<file path="config.mk">
export PLATFORM = sky130hd
export DESIGN_NAME = mem_access
export DESIGN_NICKNAME = d
export VERILOG_FILES = /design/src/rtl/mem_pkg.sv /design/src/rtl/mem_lane.sv /design/src/rtl/mem_access.sv
export SDC_FILE = /design/constraint.sdc
export NUM_CORES = 1
export LEC_CHECK = 0
export CAP_MARGIN = 10
export CELL_PAD_IN_SITES_DETAIL_PLACEMENT = 0
export CELL_PAD_IN_SITES_GLOBAL_PLACEMENT = 2
export CORE_AREA = 2 2 122 171
export CTS_BUF_LIST = sky130_fd_sc_hd__clkbuf_2 sky130_fd_sc_hd__clkbuf_4 sky130_fd_sc_hd__clkbuf_8
export CTS_CLUSTER_SIZE = 30
export DETAILED_ROUTE_END_ITERATION = 10
export DIE_AREA = 0 0 124 173
export PLACE_DENSITY_LB_ADDON = 0.1
export SLEW_MARGIN = 40
export SYNTH_ARGS = -nofsm -noshare
export SYNTH_HDL_FRONTEND = slang
export SYNTH_SLANG_ARGS = --single-unit
</file>
<file path="constraint.sdc">
create_clock -name clk -period 2.4 [get_ports clk]
set_input_delay 0.36 -clock clk [delete_from_list [all_inputs] [get_ports clk]]
set_output_delay 0.36 -clock clk [all_outputs]
set_load 0.02 [all_outputs]
</file>
<file path="src/rtl/mem_pkg.sv">
// Shared definitions for the mem_access load/store unit.
// Holds the access-size encoding, the FSM state encoding and the helper
// functions that decide legality, splitting and lane masks.
// Build option MEM_MISALIGN_EN: when defined, a misaligned half or word
// access becomes a two-beat split access. When it is undefined, such an
// access is rejected as illegal.
package mem_pkg;

  localparam int WORD_BYTES = 4;

`ifdef MEM_MISALIGN_EN
  localparam bit MISALIGN_EN = 1'b1;
`else
  localparam bit MISALIGN_EN = 1'b0;
`endif

  // Access size as encoded on the size port.
  typedef enum logic [1:0] {
    SZ_BYTE = 2'b00,
    SZ_HALF = 2'b01,
    SZ_WORD = 2'b10,
    SZ_RSVD = 2'b11
  } size_e;

  // Access sequencer states.
  typedef enum logic [1:0] {
    ST_IDLE = 2'd0,
    ST_ACC1 = 2'd1,
    ST_ACC2 = 2'd2,
    ST_DONE = 2'd3
  } state_e;

  // Right-aligned byte mask for an access size. The reserved size gives no bytes.
  function automatic logic [3:0] size_mask(input logic [1:0] size);
    logic [3:0] m;
    case (size)
      SZ_BYTE: m = 4'b0001;
      SZ_HALF: m = 4'b0011;
      SZ_WORD: m = 4'b1111;
      default: m = 4'b0000;
    endcase
    return m;
  endfunction

  // The access crosses a word boundary and needs a second bus beat.
  function automatic logic is_split(input logic [1:0] size, input logic [1:0] off);
    return ((size == SZ_HALF) && (off == 2'b11)) ||
           ((size == SZ_WORD) && (off != 2'b00));
  endfunction

  // The access may start. A split access is legal only when splitting is built in.
  function automatic logic is_legal(input logic [1:0] size, input logic [1:0] off);
    return (size != SZ_RSVD) && (MISALIGN_EN || !is_split(size, off));
  endfunction

  // Expand byte enables to a 32-bit bit mask.
  function automatic logic [31:0] lane_mask(input logic [3:0] be);
    return {{8{be[3]}}, {8{be[2]}}, {8{be[1]}}, {8{be[0]}}};
  endfunction

endpackage

</file>
<file path="src/rtl/mem_lane.sv">
// Combinational lane steering for mem_access.
// Places right-aligned store data onto byte lanes and generates the byte
// enables for the current beat. It also extracts the load result from the
// one or two captured bus words and applies zero or sign extension.
// "second" selects the upper half of the two-word window, which is the
// ACC2 beat of a split access.
module mem_lane
  import mem_pkg::*;
(
  input  logic [1:0]  off,
  input  logic [1:0]  size,
  input  logic        signed_ld,
  input  logic        second,
  input  logic [31:0] store_data,
  input  logic [31:0] load_lo,
  input  logic [23:0] load_hi,
  output logic [3:0]  be,
  output logic [31:0] lane_wdata,
  output logic [31:0] load_data
);

  logic [2*WORD_BYTES-1:0] be_wide;
  logic [63:0]             wdata_wide;
  logic [31:0]             aligned;
  logic [4:0]              shamt;

  assign shamt = {off, 3'b000};

  // Byte enables and lane data across a two-word window, then pick this beat's half.
  always_comb begin
    // NOTE: every always_comb output gets a default first, so no path can infer a latch.
    be_wide    = {4'b0000, size_mask(size)} << off;
    wdata_wide = {32'h0000_0000, store_data} << shamt;
    be         = second ? be_wide[7:4] : be_wide[3:0];
    lane_wdata = second ? wdata_wide[63:32] : wdata_wide[31:0];
  end

  // Right-align the addressed bytes. The upper word supplies the bytes that overflow.
  always_comb begin
    aligned = load_lo;
    case (off)
      2'd1:    aligned = {load_hi[7:0],  load_lo[31:8]};
      2'd2:    aligned = {load_hi[15:0], load_lo[31:16]};
      2'd3:    aligned = {load_hi[23:0], load_lo[31:24]};
      default: aligned = load_lo;
    endcase
  end

  // Zero- or sign-extend byte and half loads. Word loads pass through untouched.
  always_comb begin
    load_data = aligned;
    case (size)
      SZ_BYTE: load_data = {{24{signed_ld & aligned[7]}},  aligned[7:0]};
      SZ_HALF: load_data = {{16{signed_ld & aligned[15]}}, aligned[15:0]};
      default: load_data = aligned;
    endcase
  end

endmodule

</file>
<file path="src/rtl/mem_access.sv">
// M-stage load/store unit. Sequences one or two bus beats per access.
// The request is latched on leaving IDLE. The unit stalls the pipeline until
// DONE and returns a registered, extended load result.
// An illegal access produces a one-cycle fault and no bus traffic.
// Build option MEM_MISALIGN_EN: adds the ACC2 beat for misaligned half/word
// accesses. Without it those accesses fault and no ACC2 logic is built.
module mem_access
  import mem_pkg::*;
(
  input  logic        clk,
  input  logic        rst,
  input  logic        req,
  input  logic        we,
  input  logic [31:0] addr,
  input  logic [31:0] wdata,
  input  logic [1:0]  size,
  input  logic        signed_ld,
  output logic [31:0] rdata,
  output logic        stall,
  output logic        fault,
  output logic        bus_req,
  output logic        bus_we,
  output logic [31:0] bus_addr,
  output logic [31:0] bus_wdata,
  output logic [3:0]  bus_be,
  input  logic        bus_ack,
  input  logic [31:0] bus_rdata
);

  state_e      state_q, state_d;

  // Request captured when the access starts. These registers keep the bus stable.
  logic        we_q;
  logic [31:0] addr_q;
  logic [31:0] wdata_q;
  logic [1:0]  size_q;
  logic        sgn_q;

  logic        flt_q;       // the fault was reported last cycle
  logic [31:0] rdata_q;

  logic        legal;
  logic        start;
  logic        fault_now;
  logic        in_acc;
  logic        last_ack;
  logic        second;
  logic [31:0] word_addr;
  logic [31:0] beat_addr;
  logic [3:0]  lane_be;
  logic [31:0] lane_wdata;
  logic [31:0] load_lo;
  logic [23:0] load_hi;
  logic [31:0] load_data;

  assign legal     = is_legal(size, addr[1:0]);
  assign start     = (state_q == ST_IDLE) && req && legal;
  assign fault_now = (state_q == ST_IDLE) && req && !legal && !flt_q;
  assign word_addr = {addr_q[31:2], 2'b00};

`ifdef MEM_MISALIGN_EN
  logic [31:0] rbuf_q;      // ACC1 bytes of a split load, held until the ACC2 ack

  assign in_acc    = (state_q == ST_ACC1) || (state_q == ST_ACC2);
  assign second    = (state_q == ST_ACC2);
  assign beat_addr = second ? word_addr + 32'(WORD_BYTES) : word_addr;
  assign last_ack  = bus_ack && (((state_q == ST_ACC1) && !is_split(size_q, addr_q[1:0])) ||
                                  (state_q == ST_ACC2));
  assign load_lo   = second ? rbuf_q : bus_rdata;
  assign load_hi   = bus_rdata[23:0];

  // Capture the enabled lanes of the first beat of a split load.
  always_ff @(posedge clk or negedge rst) begin
    if (!rst) begin
      rbuf_q <= 32'h0000_0000;
    end else if ((state_q == ST_ACC1) && bus_ack) begin
      rbuf_q <= bus_rdata & lane_mask(lane_be);
    end
  end
`else
  assign in_acc    = (state_q == ST_ACC1);
  assign second    = 1'b0;
  assign beat_addr = word_addr;
  assign last_ack  = bus_ack && (state_q == ST_ACC1);
  assign load_lo   = bus_rdata;
  assign load_hi   = 24'h00_0000;
`endif

  mem_lane u_lane (
    .off        (addr_q[1:0]),
    .size       (size_q),
    .signed_ld  (sgn_q),
    .second     (second),
    .store_data (wdata_q),
    .load_lo    (load_lo),
    .load_hi    (load_hi),
    .be         (lane_be),
    .lane_wdata (lane_wdata),
    .load_data  (load_data)
  );

  // Next-state logic. An ack outside the access states has no effect.
  always_comb begin
    state_d = state_q;
    case (state_q)
      ST_IDLE: if (start) state_d = ST_ACC1;
      ST_ACC1: begin
        if (bus_ack) begin
`ifdef MEM_MISALIGN_EN
          state_d = is_split(size_q, addr_q[1:0]) ? ST_ACC2 : ST_DONE;
`else
          state_d = ST_DONE;
`endif
        end
      end
`ifdef MEM_MISALIGN_EN
      ST_ACC2: if (bus_ack) state_d = ST_DONE;
`endif
      ST_DONE: state_d = ST_IDLE;
      default: state_d = ST_IDLE;
    endcase
  end

  // State register, request latch and fault-reported flag.
  always_ff @(posedge clk or negedge rst) begin
    if (!rst) begin
      // NOTE: sequential state uses non-blocking assignments so all flops update together.
      state_q <= ST_IDLE;
      flt_q   <= 1'b0;
      we_q    <= 1'b0;
      addr_q  <= 32'h0000_0000;
      wdata_q <= 32'h0000_0000;
      size_q  <= SZ_BYTE;
      sgn_q   <= 1'b0;
    end else begin
      state_q <= state_d;
      flt_q   <= fault_now;
      if (start) begin
        we_q    <= we;
        addr_q  <= addr;
        wdata_q <= wdata;
        size_q  <= size;
        sgn_q   <= signed_ld;
      end
    end
  end

  // Load result register. It updates on the final ack of a load and holds otherwise.
  always_ff @(posedge clk or negedge rst) begin
    if (!rst) begin
      rdata_q <= 32'h0000_0000;
    end else if (last_ack && !we_q) begin
      rdata_q <= load_data;
    end
  end

  // Bus outputs are driven only while a beat is in flight and are zero otherwise.
  assign bus_req   = in_acc;
  assign bus_we    = in_acc & we_q;
  assign bus_addr  = in_acc ? beat_addr  : 32'h0000_0000;
  assign bus_be    = in_acc ? lane_be    : 4'b0000;
  assign bus_wdata = in_acc ? lane_wdata : 32'h0000_0000;

  // Pipeline handshake. Reset forces these low even while req is high.
  // The cycle after a fault releases the stall, as DONE does.
  assign stall = rst & req & (state_q != ST_DONE) & ~flt_q;
  assign fault = rst & fault_now;
  assign rdata = rdata_q;

endmodule

</file>
==> impl_results.md <==
* Status: finished clean
* Synth Register Bits at 103
* Final worst setup slack at 0.137 ns
* Final worst path period need at 2.26 ns
* Worst slew pin tran at 0.739 ns
* Die X at 124 um
* Crit path kind: register to output port
* Gpl congestion at 0.824
* Pin count of the biggest net entering global routing at 64
* Core region area at 19800 um^2
* Final WL at 16800 um
* Worst setup SP type: register
* Synth Cell Area at 5280 um^2
* Vias per std cell at 4.62
* Placed cells at 924
* Worst min-delay path category: input pin to asynchronous set/reset pin
* TritonCTS Buffers at 9
* Fin cells at 942
* Final Setup Violations at 0
* GRT Util Overall at 16.0%
* Sequential fraction of the synthesis area at 48.8%
* Vias in the first global route at 4833
* # diodes at 0
* Relative slew slack at 50.7%
* Layout cells sized above 1 at 9.57%
* Die Y at 173 um
* Peak VDD IR at 0.404 mV
* Final instance area at 8010 um^2
* Via count at 4355
* Die area at 21500 um^2
* IO Pins at 208
* Layout Nets at 793
* Clock root cell: clkbuf_8
* Clock tree sinks at 103
* Post-DR wirelength/cell at 17.8 um
* Drt drc at 0
* DRT Pass-1 Iters at 6
* Iter 0 DRT Violations at 196
* Antenna violations before repair at 0
* CP Data Arrival Time at 1.90 ns
* Hold WS at 0.335 ns
* Placed Area at 7800 um^2
* Count of cell types in the netlist at 36
* Final Hold Viols at 0
* Power Density at 1260 nW/um^2
* Gate Count Post-Synth at 472
* Max Cap Viol at 0
* CTS clk-pin slew, worst paths at 0.10 ns
* Place WS at -0.0409 ns
* Critical path peak fanout at 13
* Layout Area Growth over Synthesis at 51.8%
* CP Data Required Time at 2.04 ns
* CTS tree: yes
* Worst clock skew at 0.0106 ns
* Synth Warn # at 0
* I/O Buffers at 205
* Global route total overflow at 0
* First-pass GRT wire length at 26300 um
* Unrepaired setup endpoints after global routing: no
* Layout fillers at 1992
* Period Utilization, post-route at 94.3%
* Post-route ant nets at 0
* Detailed Place HPWL at 12700 um
* Crit. End Element: output port
* Final number of max-transition violations at 0
* Initial Util at 26.6%
* Max Fclk at 442 MHz
* Max Buffers Root-to-Sink at 2
* Syn Area/Cell at 11.2 um^2
* Static leakage at 3.83 nW
* Clock H-tree levels at 3
* Worst-Skew Late Latency at 0.38 ns
* Row count at 61
[sequential cells by signal (all words and copies together) (netlist names)]
register,cells
addr_q,32
rdata,32
wdata_q,32
size_q,2
state_q,2
flt_q,1
sgn_q,1
we_q,1
[path summary, 6_finish.rpt]
kind / from / to / slack, ns / depth (start not counted)
setup / recovery: addr_q[0]$_DFFE_PN0P_ / bus_wdata[0] / 0.14 / 5
hold / removal: rst / flt_q$_DFF_PN0_ / 0.34 / 2
setup reg to reg: addr_q[0]$_DFFE_PN0P_ / rdata[30]$_DFFE_PN0P_ / 0.29 / 5
hold reg to reg: addr_q[30]$_DFFE_PN0P_ / addr_q[30]$_DFFE_PN0P_ / 0.49 / 1
max in group asynchronous: rst / wdata_q[26]$_DFFE_PN0P_ / 1.28 / 3
min in group clk: addr_q[30]$_DFFE_PN0P_ / addr_q[30]$_DFFE_PN0P_ / 0.49 / 1
[where the power goes]
part | switching [mW] | internal (mW)
clock network | 0.622 | 0.571
logic | 3.04 | 2.70
registers | 0.592 | 2.59
[layout make-up]
cell class	instances	area (um^2)	area share, %
repair buffers	236	2340	29.2
inverters	4	15.0	0.187
clock inverters	4	52.6	0.656
multi-input cells	331	2540	31.7
well taps	252	315	3.94
clock buffers	12	165	2.06
flip-flops and latches	103	2580	32.3
[cells by family after synthesis]
group | share of synthesized area (%)
adder cells (fa/ha/maj) | 0.949
AND/OR/NAND/NOR | 13.5
buffers and inverters | 3.53
multiplexers | 22.9
flip-flops | 48.8
AO/OA/AOI/OAI | 10.2
other | 0.0711
[what timing repair did]
item	4_1_cts	5_1_grt
resized for setup	52	45
buffers inserted	0	1
endpoints found under the hold margin	3	0
pin swaps	0	0
hold buffers	1	0
setup endpoints to repair	66	29
[cell usage after synthesis]
cell type,n,area share [%]
dfrtp_1,103,49
mux2_1,76,16
nor2_1,54,3.8
and2_1,48,5.7
mux2i_1,33,6.3
a21oi_1,25,2.4
a211oi_1,17,2.4
a221o_1,16,3.0
clkbuf_1,15,1.1
buf_2,14,1.3
nand2_1,12,0.85
nor2b_1,10,1.2
o21ai_1,8,0.76
o21ai_0,6,0.57
nand2b_1,5,0.59
ha_1,4,0.95
inv_1,3,0.21
buf_1,2,0.14
buf_4,2,0.28
buf_6,2,0.43
nand3_1,2,0.19
a21o_1,1,0.14
a21oi_2,1,0.17
a2bb2oi_1,1,0.17
a31oi_2,1,0.24
and4bb_1,1,0.24
conb_1,1,0.071
inv_2,1,0.071
mux4_2,1,0.43
nand3b_1,1,0.14
nand4_1,1,0.12
nor3_1,1,0.095
nor4_1,1,0.12
nor4b_4,1,0.45
o21a_1,1,0.14
o21ai_2,1,0.17
[layout by cell type (no fill, tap or decap), types with 2 or more instances in the layout]
cell             Yosys  layout
clkdlybuf4s50_1      0     136
dfrtp_1            103     100
mux2_1              76      76
nor2_1              54      54
and2_1              48      48
dlygate4sd2_1        0      40
mux2i_1             33      33
a21oi_1             25      25
buf_4                2      22
dlymetal6s2s_1       0      19
a211oi_1            17      17
a221o_1             16      16
nand2_1             12      12
clkbuf_8             0      12
nor2b_1             10       9
o21ai_1              8       8
clkbuf_2             0       8
buf_12               0       7
o21ai_0              6       6
nand2b_1             5       5
ha_1                 4       4
inv_1                3       3
conb_1               1       2
dfrtp_2              0       2
clkinv_4             0       2
[layer usage]
layer | vias up | wire length, um | global-route usage, %
li1 | 2086 | - | -
met5 | - | 0 | 0
met4 | 0 | 456 | 5.90
met2 | 135 | 8570 | 27.4
met3 | 21 | 1060 | 4.29
met1 | 2113 | 6730 | 18.8
[metrics by stage]
stage                TNS, ns  power, mW  utilization (%)
finish                     0       10.1             40.4
global route               0       10.9             40.4
CTS                        0       10.4             40.2
detailed placement   -0.0409       9.34             39.3
global placement    -0.00757       9.30             39.3
floorplan                  0       6.49                -
[worst max-delay path, stage by stage (launching register included)]
cell           delay (ns)
dfrtp_4              0.59
buf_12               0.19
nor2_1               0.13
buf_4                0.17
and2_1               0.13
dlygate4sd2_1        0.33
Note: power is estimated with default switching activity, not from simulation.
